<file path="src/rtl/block_copy_dma_pkg.sv">
// Shared constants and state encoding for the block-copy DMA engine.
package block_copy_dma_pkg;

    localparam int ADDR_W = 32;
    localparam int DATA_W = 32;
    localparam int LEN_W = 8;
    localparam int DEFAULT_MEM_DEPTH = 128;

    typedef enum logic [1:0] {
        IDLE  = 2'd0,
        READ  = 2'd1,
        WRITE = 2'd2,
        DONE  = 2'd3
    } dmaState_t;

endpackage

</file>
<file path="src/rtl/block_copy_dma_if.sv">
// Control and data-memory bus of the block-copy DMA; master is the DMA side.
interface block_copy_dma_if;
    import block_copy_dma_pkg::*;

    logic              start;
    logic [ADDR_W-1:0] srcAddr;
    logic [ADDR_W-1:0] dstAddr;
    logic [LEN_W-1:0]  length;
    logic              busy;
    logic              done;
    logic              error;
    logic [LEN_W-1:0]  wordsCopied;
    logic [ADDR_W-1:0] memAddress;
    logic [DATA_W-1:0] memWriteData;
    logic              memWrite;
    logic              memRead;
    logic [DATA_W-1:0] memReadData;

    modport master (
        input  start, srcAddr, dstAddr, length, memReadData,
        output busy, done, error, wordsCopied,
        output memAddress, memWriteData, memWrite, memRead
    );

    modport slave (
        output start, srcAddr, dstAddr, length, memReadData,
        input  busy, done, error, wordsCopied,
        input  memAddress, memWriteData, memWrite, memRead
    );

endinterface

</file>
<file path="src/rtl/block_copy_dma.sv">
// Word-at-a-time memory-to-memory copy engine: alternating READ/WRITE cycles,
// range-checked at start, with all memory-side outputs decoded from state.
module block_copy_dma
    import block_copy_dma_pkg::*;
#(
    parameter int MEM_DEPTH = DEFAULT_MEM_DEPTH
) (
    input logic              CLK,
    input logic              reset,
    block_copy_dma_if.master bus
);

    localparam logic [ADDR_W:0] DEPTH_EXT = (ADDR_W + 1)'(MEM_DEPTH);

    dmaState_t         state;
    dmaState_t         stateNext;
    logic [ADDR_W-1:0] srcPtr;
    logic [ADDR_W-1:0] dstPtr;
    logic [LEN_W-1:0]  lenReg;
    logic [LEN_W-1:0]  count;
    logic [DATA_W-1:0] dataReg;
    logic              errorReg;
    logic [ADDR_W:0]   srcEnd;
    logic [ADDR_W:0]   dstEnd;
    logic              rangeOk;

    // One extra bit so that an address near 2^32 cannot wrap into range.
    always_comb begin
        srcEnd  = {1'b0, bus.srcAddr} + {{(ADDR_W + 1 - LEN_W){1'b0}}, bus.length};
        dstEnd  = {1'b0, bus.dstAddr} + {{(ADDR_W + 1 - LEN_W){1'b0}}, bus.length};
        rangeOk = (srcEnd <= DEPTH_EXT) && (dstEnd <= DEPTH_EXT);
    end

    always_ff @(posedge CLK) begin
        if (reset) begin
            state <= IDLE;
        end else begin
            state <= stateNext;
        end
    end

    always_comb begin
        stateNext = state;
        case (state)
            IDLE: begin
                if (bus.start) begin
                    stateNext = (!rangeOk || bus.length == '0) ? DONE : READ;
                end
            end
            READ:    stateNext = WRITE;
            WRITE:   stateNext = (count + 8'd1 == lenReg) ? DONE : READ;
            DONE:    stateNext = IDLE;
            default: stateNext = IDLE;
        endcase
    end

    always_ff @(posedge CLK) begin
        if (reset) begin
            srcPtr   <= '0;
            dstPtr   <= '0;
            lenReg   <= '0;
            count    <= '0;
            dataReg  <= '0;
            errorReg <= 1'b0;
        end else begin
            case (state)
                IDLE: begin
                    if (bus.start) begin
                        count    <= '0;
                        errorReg <= !rangeOk;
                        // An illegal request leaves the previous parameters untouched.
                        if (rangeOk) begin
                            srcPtr <= bus.srcAddr;
                            dstPtr <= bus.dstAddr;
                            lenReg <= bus.length;
                        end
                    end
                end
                READ: dataReg <= bus.memReadData;
                WRITE: begin
                    srcPtr <= srcPtr + 32'd1;
                    dstPtr <= dstPtr + 32'd1;
                    count  <= count + 8'd1;
                end
                default: ;
            endcase
        end
    end

    always_comb begin
        bus.busy         = 1'b0;
        bus.done         = 1'b0;
        bus.memRead      = 1'b0;
        bus.memWrite     = 1'b0;
        bus.memAddress   = '0;
        bus.memWriteData = '0;
        case (state)
            READ: begin
                bus.busy       = 1'b1;
                bus.memRead    = 1'b1;
                bus.memAddress = srcPtr;
            end
            WRITE: begin
                bus.busy         = 1'b1;
                bus.memWrite     = 1'b1;
                bus.memAddress   = dstPtr;
                bus.memWriteData = dataReg;
            end
            DONE:    bus.done = 1'b1;
            default: ;
        endcase
        bus.error       = errorReg;
        bus.wordsCopied = count;
    end

endmodule

</file>
<file path="src/flat_wrapper.sv">
// flat-port wrapper written by rule: the top's interface ports become plain ports
module block_copy_dma_flat import block_copy_dma_pkg::*;
#(
    parameter int MEM_DEPTH = DEFAULT_MEM_DEPTH
)
  (CLK, reset, bus_start, bus_srcAddr, bus_dstAddr, bus_length, bus_memReadData, bus_busy, bus_done, bus_error, bus_wordsCopied, bus_memAddress, bus_memWriteData, bus_memWrite, bus_memRead);
  block_copy_dma_if bus_i ();
  input logic CLK;
  input logic reset;
  input wire logic [$bits(bus_i.start)-1:0] bus_start;
  input wire logic [$bits(bus_i.srcAddr)-1:0] bus_srcAddr;
  input wire logic [$bits(bus_i.dstAddr)-1:0] bus_dstAddr;
  input wire logic [$bits(bus_i.length)-1:0] bus_length;
  input wire logic [$bits(bus_i.memReadData)-1:0] bus_memReadData;
  output wire logic [$bits(bus_i.busy)-1:0] bus_busy;
  output wire logic [$bits(bus_i.done)-1:0] bus_done;
  output wire logic [$bits(bus_i.error)-1:0] bus_error;
  output wire logic [$bits(bus_i.wordsCopied)-1:0] bus_wordsCopied;
  output wire logic [$bits(bus_i.memAddress)-1:0] bus_memAddress;
  output wire logic [$bits(bus_i.memWriteData)-1:0] bus_memWriteData;
  output wire logic [$bits(bus_i.memWrite)-1:0] bus_memWrite;
  output wire logic [$bits(bus_i.memRead)-1:0] bus_memRead;
  assign bus_i.start = bus_start;
  assign bus_i.srcAddr = bus_srcAddr;
  assign bus_i.dstAddr = bus_dstAddr;
  assign bus_i.length = bus_length;
  assign bus_i.memReadData = bus_memReadData;
  assign bus_busy = bus_i.busy;
  assign bus_done = bus_i.done;
  assign bus_error = bus_i.error;
  assign bus_wordsCopied = bus_i.wordsCopied;
  assign bus_memAddress = bus_i.memAddress;
  assign bus_memWriteData = bus_i.memWriteData;
  assign bus_memWrite = bus_i.memWrite;
  assign bus_memRead = bus_i.memRead;
  block_copy_dma #(.MEM_DEPTH(MEM_DEPTH)) u_core (.CLK(CLK), .reset(reset), .bus(bus_i));
endmodule
</file>
<file path="config.mk">
export PLATFORM = sky130hd
export DESIGN_NAME = block_copy_dma_flat
export DESIGN_NICKNAME = d
export VERILOG_FILES = /design/src/rtl/block_copy_dma_pkg.sv /design/src/rtl/block_copy_dma_if.sv /design/src/rtl/block_copy_dma.sv /design/src/flat_wrapper.sv
export SDC_FILE = /design/constraint.sdc
export NUM_CORES = 1
export LEC_CHECK = 0
export CORE_ASPECT_RATIO = 1.4
export CORE_MARGIN = 2
export CORE_UTILIZATION = 40
export CTS_BUF_LIST = sky130_fd_sc_hd__clkbuf_2
export CTS_CLUSTER_DIAMETER = 120
export DETAILED_ROUTE_END_ITERATION = 8
export GPL_TIMING_DRIVEN = 1
export MAX_ROUTING_LAYER = met4
export SYNTH_ARGS = -nofsm -noshare
export SYNTH_HDL_FRONTEND = slang
export SYNTH_SLANG_ARGS = --single-unit
</file>
<file path="constraint.sdc">
create_clock -name CLK -period 9.8 [get_ports CLK]
set_input_delay 2.45 -clock CLK [delete_from_list [all_inputs] [get_ports CLK]]
set_output_delay 2.45 -clock CLK [all_outputs]
set_load 0.02 [all_outputs]
</file>
* Word-level counts from Yosys, hierarchy flattened
Index checks and enable logic that the tools add are counted. W data, S select, Z words.
Operators by class: $add $sub $neg 5, $lt $le $gt $ge 2, eq/ne operators 6, multiplexer cells 18, reduce and logical (&&, ||, !) cells 11
Operator list (count):
- $pmux W32 S2 | 3
- $mux W32 | 5
- $add A32 B8 Y33 | 2
- $le A33 B8 Y1 const B | 2
- $add A32 B1 Y32 const B | 2
- $pmux W8 S2 | 1
- $add A8 B1 Y8 const B | 1
- $eq A8 B8 Y1 | 1
- $logic_not A8 Y1 | 1
- $mux W8 | 1
- $pmux W2 S4 | 1
- $mux W2 | 3
- $reduce_and A3 Y1 | 2
- $eq A2 B2 Y1 const B | 2
- $mux W1 | 4
- $reduce_and A2 Y1 | 2
- $eq A2 B1 Y1 const B | 1
- $logic_not A2 Y1 | 1
- $ne A2 B1 Y1 const B | 1
- $ne A2 B2 Y1 const B | 1
- $reduce_bool A2 Y1 | 1
- $reduce_or A2 Y1 | 1
- $logic_and A1 B1 Y1 | 1
- $logic_not A1 Y1 | 1
- $logic_or A1 B1 Y1 | 1
Word-level totals: bits in registers 115, bits of input ports 107, output and inout port bits 77, word-level logic and storage cells 49

* Depth between registers and ports, before layout
depth after elaboration 8, depth in mapped cells 14, depth with buffers taken out 12

* Least setup slack after synthesis
OpenSTA, ideal clock, no wires.
path kind input -> register, from input bus_length[0], to register u_core.srcPtr[30], library setup time 0.130 ns, arrival time 5.585 ns, required time 9.670 ns, setup slack 4.085 ns, cell stages on the path 14, path buffers 2, cell sequence ha_1 -> fa_1 -> a211oi_1 -> o211ai_2 -> a211o_1 -> a2bb2oi_1 -> and4b_1 -> nand4_1 -> nor3_4 -> a41oi_4 -> buf_6 -> buf_6 -> o311ai_4 -> o41ai_2
Between the ends: word-level cells in the longest chain between the ends 5, elaborated cells on any way between the ends 7, classes of those cells add/sub (2); order compare (2); eq/ne (1); reduce/logical (2)
Ends and longest elaborated chain:
- from (decl) | line flat_wrapper.sv:13 | input wire logic [$bits(bus_i.length)-1:0] bus_length;
- $add A32 B8 Y33 (on tied branches) | line block_copy_dma.sv:29, block_copy_dma.sv:30
- $le A33 B8 Y1 | line block_copy_dma.sv:31 | rangeOk = (srcEnd <= DEPTH_EXT) && (dstEnd <= DEPTH_EXT);
- $logic_and A1 B1 Y1 (*) | line block_copy_dma.sv:31
- $ne A2 B1 Y1 (no line) (*)
- $reduce_and A3 Y1 (no line) (*)
- to (signal assigned) | line block_copy_dma.sv:73 | srcPtr <= bus.srcAddr;
- to (signal assigned) | line block_copy_dma.sv:81 | srcPtr <= srcPtr + 32'd1;
- to (decl) | line block_copy_dma.sv:17 | logic [ADDR_W-1:0] srcPtr;
Every way passes the cells marked *; elsewhere a longest branch is shown, timed or not. A chain may end at the register's enable or synchronous reset.

* Worst setup path after layout
from input bus_length[0], to register u_core.srcPtr[12]
Same word-level chain as after synthesis.

==> summary.txt <==
Power per Cell Area: 165 mW/mm^2
Num ports: 184
Highest metal layer with signal wires: met4
Worst Hold Class: flop to flop
Site Rows: 66
Yosys reg bits: 115
I/O Buffers: 183
Hold slack: 483 ps
Met1 WL: 14800 um
Layout area overhead: 23.9%
Fmax: 0.152 GHz
Bufs on Longest Clock Path: 2
Nets@finish: 1524
Remaining global-route overflow: 0
Mapped Nets: 1386
CTS tree: yes
Final Cycle Share: 67.1%
Synthesis Warnings: 0
RD Place Congestion: 0.953
Hold worst-path end: u_core.srcPtr[21]
Layout Utilization: 50.3%
Post-synth top area share: 24.4%
Routed len/inst: 21.7 um
Setup TNS: 0 ps
Seq. cell area: 0.00230 mm^2
Global-route wire length before repair: 57000 um
Reg2Reg Setup Slack: 6520 ps
Final setup fails: 0
Sequential share of power: 32.9%
Fill count: 2340
Async S/R FF share, synth: 0%
CP arrival: 7200 ps
Pint: 1.04 mW
Die Ht: 186 um
Clk_lat worst skew: 720 ps
Area of the mapped netlist: 0.00943 mm^2
Antenna Nets Post-Route: 0
H-tree depth: 4
Setup Fix Bufs, Post-CTS: 0
Cell area after layout: 0.0117 mm^2
Top FF cell, synth: dfxtp_1
CORE AREA: 0.0232 mm^2
Hold Violations, Final: 0
GRT Overall Usage: 30.3%
Layout Cells excl Fill: 1712
Drt total wl: 37200 um
DP Cell Count: 1679
Multi-input logic area: 0.00670 mm^2
Psw: 0.889 mW
Most common library cells after synthesis: nand2_1 (131), dfxtp_1 (115), nor2_1 (115), a21oi_1 (71), nand3_1 (65)
Setup WS post-layout: 3220 ps
Detail Route met2 WL: 18400 um
Setup Slack @ Placement: 2530 ps
Post-cts sizing count: 0
Crit Path Class: input port to flop
Die span in x: 134 um
Final Critical Period: 6580 ps
Overall power: 1.93 mW
Max_cap viols: 0
Gate Count Post-Synth: 1254
DR pass1 iterations: 7
Layout cells sized above 1: 7.19%
Initial Utilization: 40.6%
Vias in the first global route: 10200
Post-synthesis sequential area ratio: 24.4%
Critical Path Source Type: input port
Clock share of power: 18.5%
# hold bufs at CTS: 0
Drt drc: 0
Worst-path fanout max: 30
Least-Margin Pin Slew: 1050 ps
Reg clk slew, reported paths: 180 ps
Type of destination of the critical path: flop
DR iter-0 viols: 795
Total CTS buffers: 17
Netlist cell types: 91
Critical path required time: 10420 ps
Hold_sp: u_core.srcPtr[21]
Met3 Wirelength: 2200 um
Largest area contributor in the synthesized netlist: dfxtp_1
Final Max Slew Viols: 0
Part of the power in combinational logic: 48.6%
Largest net degree at the start of global routing: 91
Max-slew headroom: 30.1%
Syn Area/Cell: 7.52 um^2
Sw Share: 46.2%
Final Skew: 36.0 ps
Antenna violations before repair: 1
Clock Root Buffer: clkbuf_2
Hold Crit Depth: 2
Full die area: 0.0248 mm^2
Reg-to-Reg End: u_core.dstPtr[16]
Ranking of synthesized cells by area: dfxtp_1 (24%), nand2_1 (5.2%), mux2i_1 (5.0%)
Post-synth EDFFs: 0
P_leak: 3.83 nW
R2R cell count: 8
RSZ-0062 raised after global routing: no
Detailed-route via count: 10600
Most common cell in the synthesized netlist: nand2_1
CTS Sinks: 115
Worst VDD drop: 115 uV
Outcome: finished clean
Avg Vias per Cell: 6.18
RR Startpoint: u_core.state[0]
Placed inst area: 0.0114 mm^2
Post-DP HPWL: 27300 um
[cell type report]
class	count	area share, %
Inverter	29	0.932
Clock inverter	15	1.55
Clock buffer	17	0.728
Antenna cell	1	0.0214
Tap cell	306	3.28
Timing Repair Buffer	195	16.4
Sequential cell	115	19.7
Multi-Input combinational cell	1034	57.4
[flip-flops by register name (all words and copies together), names as in the netlist]
register / count
u_core.bus.error: 1
u_core.bus.wordsCopied: 8
u_core.dataReg: 32
u_core.dstPtr: 32
u_core.lenReg: 8
u_core.srcPtr: 32
u_core.state: 2
[placed cells by master, fill, tap and decap left out, types with 47 or more instances in the layout]
cell type,n
clkdlybuf4s50_1,182
nand2_1,131
nand3_1,65
dfxtp_1,115
nor2_1,115
mux2i_1,47
nor3_1,47
a21oi_1,71
and2_1,50
[cell families (layout without fill, tap and decap cells)]
family	count (synthesis)	after routing	share of synthesized area, %
fa+ha+maj	25	25	3.48
xor+xnor	30	30	2.79
flops	115	115	24.4
mux	54	54	5.90
compound gates	338	338	25.8
buf+inv	105	256	4.78
other cells	0	1	0
simple gates	587	587	32.8
[how the worst max path moves through the flow]
stage,startpoint,end,cells past startpoint
5_1_grt,bus_length[0],u_core.srcPtr[12],14
4_1_cts,bus_length[0],u_core.srcPtr[12],14
2_1_floorplan,bus_length[0],u_core.srcPtr[30],14
6_report,bus_length[0],u_core.srcPtr[12],14
3_3_place_gp,bus_length[0],u_core.srcPtr[12],14
3_5_place_dp,bus_length[0],u_core.srcPtr[12],14
[critical path: stages]
cell	delay, ps
clkdlybuf4s50_1	480
ha_1	260
fa_1	420
a211oi_1	380
o211ai_2	310
a41oi_1	360
a2bb2oi_1	240
and4b_1	210
nand4_1	310
nor4_2	440
and4_1	240
buf_4	370
nor2_2	280
a311o_1	410
[power groups by stage]
stage          Clock, mW  Sequential, mW  Combinational, mW
6_report           0.355           0.634              0.936
5_1_grt            0.381           0.646               1.01
4_1_cts            0.362           0.630              0.933
3_5_place_dp           0           0.639              0.929
3_3_place_gp           0           0.639              0.923
2_1_floorplan          0           0.612              0.623
[layer usage]
metal | global-route usage (%) | vias up
met4 | 15.7 | 0
met3 | 3.16 | 97
met5 | - | -
met1 | 35.2 | 4980
met2 | 51.7 | 487
li1 | - | 5012
No activity file was read; power rests on OpenSTA's default activity.
